<file path="config.mk">
export PLATFORM = sky130hd
export DESIGN_NAME = pc_sequencer
export DESIGN_NICKNAME = d
export VERILOG_FILES = /design/src/rtl/pc_sequencer_pkg.sv /design/src/rtl/pc_sequencer_return_stack.sv /design/src/rtl/pc_sequencer.sv
export SDC_FILE = /design/constraint.sdc
export NUM_CORES = 1
export LEC_CHECK = 0
export ABC_AREA = 1
export CORE_MARGIN = 2
export CORE_UTILIZATION = 45
export DETAILED_ROUTE_END_ITERATION = 7
export GPL_TIMING_DRIVEN = 0
export PLACE_DENSITY = 0.62
export SLEW_MARGIN = 10
export SYNTH_ARGS = -nofsm -noshare
export SYNTH_HDL_FRONTEND = slang
export SYNTH_SLANG_ARGS = --single-unit
</file>
<file path="constraint.sdc">
create_clock -name Clk -period 10.1 [get_ports Clk]
set_input_delay 1.01 -clock Clk [delete_from_list [all_inputs] [get_ports Clk]]
set_output_delay 1.01 -clock Clk [all_outputs]
set_load 0.01 [all_outputs]
</file>
<file path="src/rtl/pc_sequencer_pkg.sv">
// A09 shared definitions: command codes, sequencer states, address width.
package a09_pkg;

   localparam int A09_ADDR_W = 16;

   typedef enum logic [2:0] {
      CMD_NOP = 3'd0,
      CMD_INC = 3'd1,
      CMD_BRA = 3'd2,
      CMD_JMP = 3'd3,
      CMD_CALL = 3'd4,
      CMD_RET = 3'd5,
      CMD_VEC = 3'd6,
      CMD_RSV = 3'd7
   } cmd_e;

   typedef enum logic [1:0] {
      ST_IDLE = 2'd0,
      ST_ISSUE = 2'd1,
      ST_FAULT = 2'd2
   } seq_state_e;

endpackage

</file>
<file path="src/rtl/pc_sequencer_return_stack.sv">
// Return-address LIFO for CALL/RET.
// Push and pop update on the clock edge; the top entry is read combinationally.
module return_stack #(
   parameter int Width = 16,
   parameter int Depth = 8,
   parameter int LW = $clog2(Depth) + 1
) (
   input  logic             clk_i,
   input  logic             rst_ni,
   input  logic             push_i,
   input  logic             pop_i,
   input  logic [Width-1:0] data_i,
   output logic [Width-1:0] data_o,
   output logic             full_o,
   output logic             empty_o,
   output logic [LW-1:0]    level_o
);

   localparam int AW = $clog2(Depth);

   logic [Width-1:0] mem_q [Depth];
   logic [LW-1:0]    level_q, level_d;
   logic [AW-1:0]    wr_idx, rd_idx;
   logic             do_push, do_pop;

   assign full_o  = (level_q == LW'(Depth));
   assign empty_o = (level_q == '0);
   assign do_push = push_i && !full_o;
   assign do_pop  = pop_i && !empty_o;

   // At full depth the low bits wrap to 0, so minus one still names the top.
   assign wr_idx  = level_q[AW-1:0];
   assign rd_idx  = wr_idx - AW'(1);
   assign data_o  = mem_q[rd_idx];
   assign level_o = level_q;

   always_comb begin
      level_d = level_q;
      if (do_push) begin
         level_d = level_q + LW'(1);
      end else if (do_pop) begin
         level_d = level_q - LW'(1);
      end
   end

   always_ff @(posedge clk_i or negedge rst_ni) begin
      if (!rst_ni) begin
         level_q <= '0;
      end else begin
         level_q <= level_d;
      end
   end

   always_ff @(posedge clk_i) begin
      if (do_push) begin
         mem_q[wr_idx] <= data_i;
      end
   end

endmodule

</file>
<file path="src/rtl/pc_sequencer.sv">
// Next-address sequencer for the A09 PC register, with a return stack.
// Loads are issued as a registered NextPC plus a one-cycle active-low LD.
module pc_sequencer
   import a09_pkg::*;
#(
   parameter int DataWidth = A09_ADDR_W,
   parameter int StackDepth = 8,
   parameter logic [DataWidth-1:0] ResetVector = '0
) (
   input  logic                          Clk,
   input  logic                          Reset,
   input  logic                          CmdValid,
   input  logic [2:0]                    Cmd,
   input  logic [DataWidth-1:0]          Operand,
   input  logic [DataWidth-1:0]          PCIn,
   output logic                          Ready,
   output logic [DataWidth-1:0]          NextPC,
   output logic                          LD,
   output logic                          Fault,
   output logic                          Overflow,
   output logic                          Underflow,
   output logic [$clog2(StackDepth):0]   StackLevel
);

   localparam int LvlW = $clog2(StackDepth) + 1;

   seq_state_e           state_q, state_d;
   logic [DataWidth-1:0] next_pc_q, next_pc_d;
   logic                 ld_q, ld_d;
   logic                 ovf_q, ovf_d;
   logic                 unf_q, unf_d;
   logic                 push, pop;
   logic                 stk_full, stk_empty;
   logic [DataWidth-1:0] stk_top;
   logic [DataWidth-1:0] pc_inc;
   logic [LvlW-1:0]      stk_level;
   cmd_e                 cmd;

   assign cmd    = cmd_e'(Cmd);
   assign pc_inc = PCIn + DataWidth'(1);

   return_stack #(
      .Width(DataWidth),
      .Depth(StackDepth),
      .LW(LvlW)
   ) u_stack (
      .clk_i  (Clk),
      .rst_ni (Reset),
      .push_i (push),
      .pop_i  (pop),
      .data_i (pc_inc),
      .data_o (stk_top),
      .full_o (stk_full),
      .empty_o(stk_empty),
      .level_o(stk_level)
   );

   always_comb begin
      state_d   = state_q;
      next_pc_d = next_pc_q;
      ld_d      = 1'b1;
      ovf_d     = ovf_q;
      unf_d     = unf_q;
      push      = 1'b0;
      pop       = 1'b0;
      unique case (state_q)
         ST_IDLE: begin
            if (CmdValid) begin
               unique case (cmd)
                  CMD_INC: begin
                     next_pc_d = pc_inc;
                     ld_d      = 1'b0;
                     state_d   = ST_ISSUE;
                  end
                  CMD_BRA: begin
                     next_pc_d = PCIn + Operand;
                     ld_d      = 1'b0;
                     state_d   = ST_ISSUE;
                  end
                  CMD_JMP: begin
                     next_pc_d = Operand;
                     ld_d      = 1'b0;
                     state_d   = ST_ISSUE;
                  end
                  CMD_CALL: begin
                     if (stk_full) begin
                        ovf_d   = 1'b1;
                        state_d = ST_FAULT;
                     end else begin
                        push      = 1'b1;
                        next_pc_d = Operand;
                        ld_d      = 1'b0;
                        state_d   = ST_ISSUE;
                     end
                  end
                  CMD_RET: begin
                     if (stk_empty) begin
                        unf_d   = 1'b1;
                        state_d = ST_FAULT;
                     end else begin
                        pop       = 1'b1;
                        next_pc_d = stk_top;
                        ld_d      = 1'b0;
                        state_d   = ST_ISSUE;
                     end
                  end
                  CMD_VEC: begin
                     next_pc_d = ResetVector;
                     ld_d      = 1'b0;
                     state_d   = ST_ISSUE;
                  end
                  default: begin
                     state_d = ST_IDLE;
                  end
               endcase
            end
         end
         ST_ISSUE: state_d = ST_IDLE;
         ST_FAULT: state_d = ST_FAULT;
         default:  state_d = ST_IDLE;
      endcase
   end

   always_ff @(posedge Clk or negedge Reset) begin
      if (!Reset) begin
         state_q   <= ST_IDLE;
         next_pc_q <= '0;
         ld_q      <= 1'b1;
         ovf_q     <= 1'b0;
         unf_q     <= 1'b0;
      end else begin
         state_q   <= state_d;
         next_pc_q <= next_pc_d;
         ld_q      <= ld_d;
         ovf_q     <= ovf_d;
         unf_q     <= unf_d;
      end
   end

   assign Ready      = (state_q == ST_IDLE);
   assign Fault      = (state_q == ST_FAULT);
   assign NextPC     = next_pc_q;
   assign LD         = ld_q;
   assign Overflow   = ovf_q;
   assign Underflow  = unf_q;
   assign StackLevel = stk_level;

endmodule

</file>
==> run summary, run 1 <==
CP Class = reg2reg
First-pass GRT wire length = 34160 um
Drt first pass iters = 5
Final Hold Violating Endpoints = 0
Starting DRT DRC Count = 626
Worst Setup Start Kind = register
Hold_buf cts = 0
Most frequent CP cell = nor2_1
TritonCTS Buffers = 17
Starting density of the core = 0.4566
Unrepaired setup endpoints after global routing = no
Ys flop type = edfxtp_1
Design area = 9525 um^2
TritonCTS clock tree = done
Post-synth EDFFs = 128
Setup TNS = 0 ps
Sw Share = 0.3671
Worst-path clk slew = 60 ps
Final RePlAce weighted congestion = 0.9483
Power Dens Cells = 247.7 nW/um^2
Critical Path Fanout Max = 10
Vias in the first global route = 5922
Setup Buffers After CTS = 0
Status = completed
Wire per inst = 19.45 um
Drt drc = 0
Area after DPL = 8885 um^2
Top delay family on crit path = simple AND/OR/NAND/NOR gates
Internal power = 0.001493 W
Asr flop ratio synth = 0.1634
Worst-path cell chain = inv_1 > buf_2 > buf_2 > ha_1 > nand2_1 > nor2_1 > nor2_1 > inv_1 > nor2_1 > nand2_1 > nor3_2 > buf_4
Routed vias = 6228
Final HPWL DP = 16510 um
Logic gate share of total power = 0.381
Port Buf Inserts = 62
Hold Crit Class = reg2reg
Fmax = 291.6 MHz
Fin Clk Skew = 12.43 ps
Vias per cell = 5.383
Highest-delay cell along the critical path = nor3_2
WP data arrival = 3550 ps
Yosys warning total = 0
Worst vdd ir = 0.1487 mV
Yosys cell types = 39
Mapped Nets = 883
Row cnt = 48
Antenna violations before repair = 0
Final Setup Violations = 0
Die height = 135.8 um
Antenna Cells = 0
Power share of the clock group = 0.296
Period utilization = 0.3396
Syn_area_per_cell = 9.484 um^2
Fin worst setup slack = 6670 ps
Clock Latency Late Sink = 430 ps
CTS max path bufs = 2
Max-slew violations = 0
Final layout net count = 979
Relative slew slack = 0.4756
DIE WIDTH = 135.8 um
Area growth from synthesis to layout = 21.89%
DP Worst Slack = 6397 ps
Max stage delay on crit path = 600 ps
CP Capture Type = register
Crit path time final = 3430 ps
Commonest non-fill, non-tap cells in the layout = nand2_1, nor2_1, edfxtp_1
Worst-margin pin slew = 784.0 ps
Sequential share of the synthesized area = 0.5720
Net load switching power = 0.0008664 W
CTS H-tree depth = 4
Max Cap Violations = 0
CTS root buf = clkbuf_16
Die Area = 18440 um^2
Pin count of the biggest net entering global routing = 26
Reg power frac = 0.323
WP data required = 10220 ps
P_leak = 3.781 nW
Seq cells post-synth = 153
Core Util, Final = 0.5565
Buf/Inv on CP = 5
Post-cts gate resize count = 0
Synth Instances = 824
Share of cells above drive strength 1 = 0.1030
Drt total wl = 22500 um
Gr usage total = 0.2551
Gr ovfl total = 0
Clk sinks = 153
Mapped Area = 7815 um^2
Most common cell after layout, fill and taps aside = nand2_1
Core area = 17120 um^2
Detail Route Antenna Nets = 0
Ports = 63
==> synthesized netlist by cell type, types with 12 or more instances <==
master      n  share of area
buf_2      14         0.0090
a21oi_1    23          0.015
edfxtp_1  128           0.49
ha_1       19          0.030
nor2_1    131          0.063
inv_1      64          0.031
nor3_1     15         0.0096
nand2_1   165          0.079
dfrtp_1    24          0.077
o211ai_1   22          0.021
xor2_1     12          0.013
o21ai_0    71          0.045
nand3_1    62          0.040
==> cells by family (layout without fill, tap and decap cells) <==
group	count (synthesis)	in the layout	share of synthesized area
flip-flops	153	153	0.5720
AND/OR/NAND/NOR	400	400	0.2169
adder cells (fa/ha/maj)	21	21	0.03554
buffers and inverters	99	207	0.05540
XOR/XNOR	16	16	0.02033
AO/OA/AOI/OAI	135	135	0.09975
==> flip-flops by register name, indices dropped and copies added (netlist names) <==
register,cells
Underflow,1
state_q,2
Overflow,1
LD,1
u_stack.level_o,4
u_stack.mem_q,128
NextPC,16
==> per-layer routing <==
layer  track usage  share of wire  vias up
met5             0              0        -
li1              -              -     3027
met2        0.3844           0.45      228
met4       0.09896          0.026        0
met3       0.05163          0.071       37
met1        0.3642           0.45     2936
==> tightest hold or removal path: cells and delay by family (launching register included) <==
family	cells	cell delay (ps)
AND/OR/NAND/NOR	2	110
flip-flops	1	340
==> worst paths after layout <==
check / from / to / slack [ps] / cells past startpoint
worst max-delay path: u_stack.level_o[0]$_DFFE_PN0P_ / u_stack.mem_q[6][9]$_DFFE_PP_ / 6670 / 12
worst min-delay path: NextPC[7]$_DFFE_PN0P_ / NextPC[7]$_DFFE_PN0P_ / 480 / 2
worst max register to register: u_stack.level_o[0]$_DFFE_PN0P_ / u_stack.mem_q[6][9]$_DFFE_PP_ / 6670 / 12
worst min register to register: NextPC[7]$_DFFE_PN0P_ / NextPC[7]$_DFFE_PN0P_ / 480 / 2
max in group asynchronous: Reset / LD$_DFF_PN1_ / 9150 / 1
min in group asynchronous: Reset / state_q[1]$_DFFE_PN0P_ / 570 / 1
==> metrics by stage <==
| stage | instances | hold slack [ps] | total power [W] |
|---|---|---|---|
| floorplan | 824 | 513.0 | 0.001327 |
| global placement | 1111 | 465.8 | 0.001654 |
| detailed placement | 1126 | 463.6 | 0.001671 |
| CTS | 1157 | 481.9 | 0.002367 |
| global route | 1157 | 495.0 | 0.002498 |
| finish | 1157 | 477.5 | 0.002360 |
==> power groups by stage <==
| stage | Combinational (W) | Clock [W] | Sequential (W) |
|---|---|---|---|
| 3_5_place_dp | 0.000895 | 0 | 0.000777 |
| 5_1_grt | 0.000999 | 0.000731 | 0.000768 |
| 6_report | 0.000898 | 0.000699 | 0.000763 |
| 2_1_floorplan | 0.000542 | 0 | 0.000785 |
| 3_3_place_gp | 0.000878 | 0 | 0.000775 |
| 4_1_cts | 0.000897 | 0.000706 | 0.000764 |
==> area by class of cell <==
class                   count  area (um^2)
plain buffers              31        175.2
clock buffers              17        425.4
clock inverters            14        220.2
fillers                  1551         7591
inverters                  68        257.7
multi-input cells         572         2952
flip-flops and latches    153         4471
well taps                 225        281.5
repair buffers             77        743.2
(Power assumes the default switching activity.)
==> inputs of run 2 (changes only) <==
Settings changed: PLACE_DENSITY 0.62 to 0.65.
Clock period 10.1 ns to 2.8 ns, I/O delays scaled along.
==> run 2 against run 1 <==
Cell count up 0.69%. Worst setup slack worse by 6600 ps. Largest power group unchanged. Non-clock buffer count up 7.
==> run summary, run 2 (synthesized netlist as in run 1, its figures left out) <==
Status = completed
Internal power = 0.005211 W (+250%)
CTS root buf = clkbuf_16
WP data arrival = 3040 ps (-510 ps)
Sw Share = 0.3792 (+0.01208)
Final Hold Violating Endpoints = 0 (unchanged)
CTS H-tree depth = 4 (unchanged)
Routed vias = 6381 (+2.5%)
Ports = 63 (unchanged)
FF/Latch Area = 4473 um^2 (about the same)
Logic gate share of total power = 0.406 (+0.025)
Gr ovfl total = 0 (unchanged)
Worst Setup Start Kind = register
CP Class = reg2reg
Core area = 17120 um^2 (unchanged)
Fmax = 366.2 MHz (+26%)
Worst-path cell chain = inv_2 > buf_6 > buf_8 > ha_4 > nand2_1 > nor2_1 > nor2_1 > inv_1 > nor2_2 > inv_1 > ha_1 > nand2_1 > nor2_1 > a211oi_2 > xor2_1 > nor2_1 > xor2_1
Final HPWL DP = 16030 um (-2.9%)
Antenna Cells = 0 (unchanged)
Detail Route Antenna Nets = 0 (unchanged)
Unrepaired setup endpoints after global routing = yes
Port Buf Inserts = 62 (unchanged)
Clock Latency Late Sink = 430 ps (about the same)
Worst vdd ir = 0.6623 mV (+350%)
CP Capture Type = register
Die Area = 18440 um^2 (unchanged)
Max Cap Violations = 0 (unchanged)
Crit path time final = 2731 ps (-699.2 ps)
Area growth from synthesis to layout = 22.78%
CTS max path bufs = 2 (unchanged)
Starting DRT DRC Count = 754 (+20%)
Multi-input combinational cell area = 3005 um^2 (+1.8%)
Drt first pass iters = 5 (unchanged)
Wire per inst = 19.14 um (-1.6%)
Max stage delay on crit path = 440 ps (-160 ps)
Cells after DPL = 1125 (-0.089%)
DIE WIDTH = 135.8 um (unchanged)
Fin Clk Skew = 7.040 ps (-5.389 ps)
Final layout net count = 986 (+0.72%)
Gr usage total = 0.2518 (-0.003365)
Hold Crit Class = in2async
Net load switching power = 0.003183 W (+270%)
Highest-delay cell along the critical path = dfrtp_2
Most frequent CP cell = nor2_1
WP data required = 3110 ps (-7110 ps)
Drt drc = 0 (unchanged)
Final Setup Violations = 0 (unchanged)
Relative slew slack = 0.4869 (+0.01130)
Die height = 135.8 um (unchanged)
P_leak = 3.802 nW (+0.56%)
Largest Register = u_stack.mem_q
Min Hold Slack = 391.7 ps (-85.85 ps)
Fill count = 1494 (-3.7%)
Worst-path clk slew = 60 ps (about the same)
Drt total wl = 22300 um (-0.91%)
Power Dens Cells = 874.8 nW/um^2 (+250%)
Share of cells above drive strength 1 = 0.1170 (+0.01402)
Period utilization = 0.9752 (+0.6356)
Vias in the first global route = 5822 (-1.7%)
Starting density of the core = 0.4566 (unchanged)
Setup TNS = 0 ps (unchanged)
Final RePlAce weighted congestion = 0.9062 (-4.4%)
TritonCTS Buffers = 17 (unchanged)
Most common cell after layout, fill and taps aside = nand2_1
Power share of the clock group = 0.269 (-0.027)
Max-slew violations = 0 (unchanged)
TritonCTS clock tree = done
Row cnt = 48 (unchanged)
Antenna violations before repair = 0 (unchanged)
Worst-margin pin slew = 764.2 ps (-19.78 ps)
Reg power frac = 0.325 (+0.002)
Pin count of the biggest net entering global routing = 26 (unchanged)
Commonest non-fill, non-tap cells in the layout = nand2_1, nor2_1, edfxtp_1
Post-Layout Cell Count = 1165 (+0.69%)
Critical Path Fanout Max = 10 (unchanged)
Number of flip-flops under the largest register name = 128 (unchanged)
First-pass GRT wire length = 33790 um (-1.1%)
Vias per cell = 5.477 (+1.8%)
Clk sinks = 153 (unchanged)
run 2: cell types whose count changed in the layout (fill, tap and decap cells not counted), moves of 2 or more:
cell,before,now
buf_2,15,13
buf_4,14,18
buf_6,8,10
buf_8,0,2
bufinv_16,5,2
clkinvlp_4,1,4
dfrtp_1,24,22
dfrtp_2,0,2
nor3_2,9,4
nor3_4,2,7
run 2: area by class of cell:
type                            count  area share
Sequential cell                   153      0.4662
Clock inverter                     15     0.01565
Multi-Input combinational cell    572      0.3132
Buffer                             31     0.02008
Inverter                           68     0.02686
Tap cell                          225     0.02934
Timing Repair Buffer               84     0.08437
Clock buffer                       17     0.04433
run 2: metrics by stage:
step                      instance area [um^2]    util  worst slack, ps  total power [W]
after floorplan                           7815       -           -477.2         0.004785
after global placement                    8717  0.5093            -2099         0.005922
after detailed placement                  8889  0.5193           -778.4         0.005997
after CTS                                 9555  0.5583            1.017         0.008331
after global routing                      9595  0.5606           -51.96         0.008848
final                                     9595  0.5606            69.41         0.008394
run 2: path summary, 6_finish.rpt:
kind | depth (start not counted) | end | slack [ps] | start
min in group Clk | 2 | NextPC[14]$_DFFE_PN0P_ | 480 | NextPC[14]$_DFFE_PN0P_
min reg2reg | 2 | NextPC[14]$_DFFE_PN0P_ | 480 | NextPC[14]$_DFFE_PN0P_
max reg2reg | 17 | u_stack.level_o[3]$_DFFE_PN0P_ | 70 | u_stack.level_o[0]$_DFFE_PN0P_
max | 17 | u_stack.level_o[3]$_DFFE_PN0P_ | 70 | u_stack.level_o[0]$_DFFE_PN0P_
min | 2 | Overflow$_DFFE_PN0P_ | 390 | Reset
max in group asynchronous | 2 | u_stack.level_o[0]$_DFFE_PN0P_ | 1990 | Reset
run 2: worst max-delay path, delay by kind of cell, from the launching register on:
| family | cells | cell delay, ps |
|---|---|---|
| adders and majority gates | 2 | 490 |
| DFF | 1 | 440 |
| buffers and inverters | 5 | 670 |
| and+or+nand+nor | 7 | 510 |
| xor gates and xnor gates | 2 | 310 |
| AOI/OAI and AO/OA | 1 | 180 |
run 2: routing by layer:
| metal | part of all wire | wire length [um] | global-route usage | vias up |
|---|---|---|---|---|
| met3 | 0.076 | 1700 | 0.04527 | 49 |
| li1 | - | - | - | 3039 |
| met5 | 0 | 0 | 0 | - |
| met1 | 0.45 | 10020 | 0.3685 | 3025 |
| met4 | 0.024 | 541 | 0.08681 | 0 |
| met2 | 0.45 | 10040 | 0.3785 | 268 |
run 2: power groups by stage:
stage	clock network (W)	logic [W]	registers, W
after floorplan	0	0.00195	0.00283
after global placement	0	0.00313	0.00279
after detailed placement	0	0.00320	0.00280
after CTS	0.00227	0.00331	0.00275
after global routing	0.00237	0.00374	0.00275
final	0.00226	0.00341	0.00273
run 2: timing repair:
item,4_1_cts,5_1_grt
hold buffers,0,1
hold endpoints to repair,0,24
gates resized for setup,15,5
pin swaps,2,0
setup endpoints to repair,143,54
setup buffers,4,3
==> variant 1 (settings of run 2) <==
`StackDepth`: 8 -> 16.
--- a/src/rtl/pc_sequencer.sv
+++ b/src/rtl/pc_sequencer.sv
@@ -4,7 +4,7 @@
    import a09_pkg::*;
 #(
    parameter int DataWidth = A09_ADDR_W,
-   parameter int StackDepth = 8,
+   parameter int StackDepth = 16,
    parameter logic [DataWidth-1:0] ResetVector = '0
 ) (
    input  logic                          Clk,
Ports: changed (resized StackLevel); port bits go from 63 to 64. The function was not compared with the original's and may differ.
==> variant 1 against run 2 <==
- critical path depth down 5
- area after synthesis up 70%
- first-iteration DRC count up 67%
- largest cell class unchanged
- cell area up 66%
- power up 80%
- wire length up 84%
- synthesized cell count up 63%
- highest routed layer is now met5
- sequential cell count up 129
- worst setup slack better by 0.0043 ns
- via count up 62%
- sequential share of layout area up 5.8 points
==> variant 1: results (changes against run 2) <==
stage,metric,value,unit,change
run_status,outcome,"finished, final reports clean",,
yosys,Synth top cells by count,"nand2_1, nand3_1, edfxtp_1",,
global_routing,largest net degree at the start of global routing,27,,+3.8%
yosys,"top cells by area, synth","edfxtp_1, nand2_1, nand3_1",,
route,starting DRC count in detailed routing,1262,,+67%
route,Met3 Wirelength,3.097,mm,+82%
layout,Fillers,2504,,+68%
cts,CTS H-tree lvls,1,,-3
critical_path,Crit Path Max Fanout,15,,+5
yosys,Post-Synth Adder-Cell Area,2.664,%,-0.89 points
route,top layer used by detailed routing,met5,,
yosys,fraction of registers with async set/reset,9.220,%,-7.1 points
yosys,Cells after Synth,1340,,+63%
place,port bufs,63,,+1.6%
cts,# Post-CTS Setup Buffers,14,,+10
pwr,Worst IR Drop VDD,492.5,uV,-26%
cts,Clock Latency Late Sink,0.56,ns,+0.13 ns
global_routing,vias in the first global route,9793,,+68%
cts,PostCTS Resize Cnt,28,,+13
yosys,Post-synth EDFFs,256,,+100%
yosys,sequential element share of the synthesized area,62.95,%,+5.7 points
cts,CTS Buf Count,29,,+12
route,vias per std cell,5.529,,+0.95%
place,Detail Placement HPWL,28.33,mm,+77%
yosys,post-synthesis compound-gate area fraction,2.125,%,-7.8 points
-- variant 1: critical path, stage by stage (launching register included) --
cell and delay (ns):
dfrtp_2 0.46, inv_6 0.16, buf_6 0.20, ha_2 0.31
inv_2 0.22, buf_2 0.31, nand3_1 0.12, nand3_1 0.11
nand3_1 0.14, nand3_1 0.22, nand3_1 0.17, nand2_1 0.10
nand2_1 0.05
-- variant 1: routing by layer --
| metal | track usage [%] | vias up |
|---|---|---|
| met5 | 0 | - |
| met4 | 7.645 | 4 |
| met3 | 3.853 | 74 |
| met2 | 41.75 | 469 |
| met1 | 38.19 | 4975 |
| li1 | - | 4823 |
-- variant 1: layout make-up --
| cell class | instances | area [um2] | area share, % |
|---|---|---|---|
| inverter | 90 | 342.8 | 2.156 |
| buffer | 56 | 307.8 | 1.936 |
| clock inverter | 13 | 102.6 | 0.6452 |
| clock buffer | 41 | 842.1 | 5.295 |
| timing repair buffer | 94 | 1017 | 6.397 |
| multi-input combinational | 911 | 4468 | 28.10 |
| tap | 384 | 480.5 | 3.021 |
| sequential | 282 | 8341 | 52.45 |
-- variant 1: cell families (layout without fill, tap and decap cells) --
family	after synthesis	count (layout)
compound gates	51	51
xor+xnor	14	14
fa+ha+maj	27	27
buf+inv	147	294
flops	282	282
simple gates	819	819
-- variant 1: power by group --
group          internal [mW]  leakage [nW]  switching, mW  total (mW)
registers               4.79          2.62          0.156        4.94
clock network           2.19         0.460           1.64        3.83
logic                   2.02          3.24           4.28        6.31
total                   9.00          6.32           6.07        15.1
-- variant 1: metrics by stage --
| stage | total power, mW | setup WS [ns] |
|---|---|---|
| finish | 15.08 | 0.07372 |
| global placement | 10.96 | -1.591 |
| floorplan | 8.788 | -0.07728 |
| detailed placement | 11.06 | -0.7577 |
| global route | 15.84 | -0.02478 |
| CTS | 14.97 | 0.003273 |
==> variant 2 (config.mk and constraints of run 2) <==
Made on the original files. Remove the case item `CMD_BRA` of the case on `cmd`.
--- a/src/rtl/pc_sequencer.sv
+++ b/src/rtl/pc_sequencer.sv
@@ -72,11 +72,6 @@
                      ld_d      = 1'b0;
                      state_d   = ST_ISSUE;
                   end
-                  CMD_BRA: begin
-                     next_pc_d = PCIn + Operand;
-                     ld_d      = 1'b0;
-                     state_d   = ST_ISSUE;
-                  end
                   CMD_JMP: begin
                      next_pc_d = Operand;
                      ld_d      = 1'b0;
Formal check against the unedited RTL: not equivalent (Yosys sat finds a counterexample within 4 cycles, from zero or initial values and one cycle with Reset low).
==> variant 2 against run 2 <==
- area after synthesis is 6.8% lower
- wire length is 16% lower
- cell area is 5.7% lower
- worst setup slack better by 0.18 ns
- sequential cell count stayed put
- critical path depth is 5 lower
- power is 2.1% lower
- synthesized cell count is 6.4% lower
- critical path type unchanged
- largest power group unchanged
- highest routed layer unchanged
==> variant 2: results (changes against run 2) <==
stage,metric,value,unit,change
global_routing,total track usage,22.65,%,-2.5 points
sta,Tmin final,2.555,ns,-0.1751 ns
yosys,Synth top cells by count,"nand2_1, edfxtp_1, nor2_1",,
yosys,sequential element share of the synthesized area,61.35,%,+4.1 points
route,Met3 Wirelength,966,um,-43%
place,Detail Placement HPWL,13.71,mm,-14%
pwr,leakage power,3.780,nW,-0.58%
route,vias per std cell,5.107,,-6.8%
run_status,outcome,"finished, final reports clean",,
global_routing,met3 Usage GRT,4.977,%,+0.45 points
critical_path,WP data arrival,2.91,ns,-0.13 ns
layout,max FFs per register,128,,unchanged
critical_path,Crit Path Max Fanout,11,,+1
layout,Nets,918,,-6.9%
place,RePlAce Congestion,1.000,,+10%
place,DP Worst Slack,-0.3509,ns,+0.4275 ns
global_routing,vias in the first global route,5548,,-4.7%
route,starting DRC count in detailed routing,576,,-24%
yosys,Synth Net Count,815,,-7.7%
global_routing,GR Layer Usage met1,28.35,%,-8.5 points
critical_path,Top delay family on crit path,buffers and inverters,,
route,final wirelength,18.72,mm,-16%
place,placed cell count,1057,,-6.0%
global_routing,global-route wire length before repair,29.57,mm,-12%
cts,# Post-CTS Setup Buffers,10,,+6
yosys,Cells after Synth,771,,-6.4%
yosys,post-synthesis compound-gate area fraction,3.674,%,-6.3 points
yosys,Synth Area in XOR/XNOR,1.288,%,-0.75 points
yosys,Post-Synth Adder-Cell Area,1.133,%,-2.4 points
route,WL per Instance,16.99,um,-11%
route,routed metal-1 wire length,7.962,mm,-21%
sta,Slew Limit Headroom,40.17,%,-8.5 points
critical_path,"slowest stage cell, crit path",buf_1,,
critical_path,FF-to-FF End,NextPC[15]$_DFFE_PN0P_,,
yosys,"top cells by area, synth","edfxtp_1, nand2_1, dfrtp_1",,
critical_path,Worst Reg-to-Reg Cells,12,,-5
layout,layout cells sized above 1,13.32,%,+1.6 points
pwr,Worst IR Drop VDD,791.1,uV,+19%
route,top layer used by detailed routing,met4,,
yosys,Synth cell types,37,,-5.1%
layout,n_diodes,0,,unchanged
sta,Min Hold Slack,0.3977,ns,+0.006069 ns
critical_path,setup slack on the worst flop-to-flop path,0.24,ns,+0.18 ns
place,Area after DPL,8308,um2,-6.5%
variant 2: changes by cell type in the layout (fill, tap and decap cells not counted), moves of 6 or more:
cell / run 2 / this run
o211ai_1: 22 / 6
o21ai_0: 71 / 32
a21oi_1: 23 / 3
nand3_1: 62 / 76
xor2_1: 12 / 5
nor3_1: 7 / 0
ha_1: 18 / 5
nor2_1: 130 / 102
nor2_2: 1 / 7
nand2_1: 164 / 234
variant 2: final cells by class:
| class | instances | area [um2] |
|---|---|---|
| clock inverters | 13 | 130.1 |
| repair buffers | 84 | 813.3 |
| inverters | 75 | 287.8 |
| clock buffers | 18 | 429.2 |
| multi-input cells | 514 | 2469 |
| plain buffers | 29 | 175.2 |
| fillers | 1365 | 6782 |
| flip-flops and latches | 153 | 4472 |
| well taps | 216 | 270.3 |
variant 2: report_power, final:
part | internal [mW] | switching [mW] | total, mW
Clock | 1.30 | 0.878 | 2.18
Sequential | 2.64 | 0.129 | 2.77
Combinational | 1.19 | 2.08 | 3.27
Total | 5.13 | 3.09 | 8.22
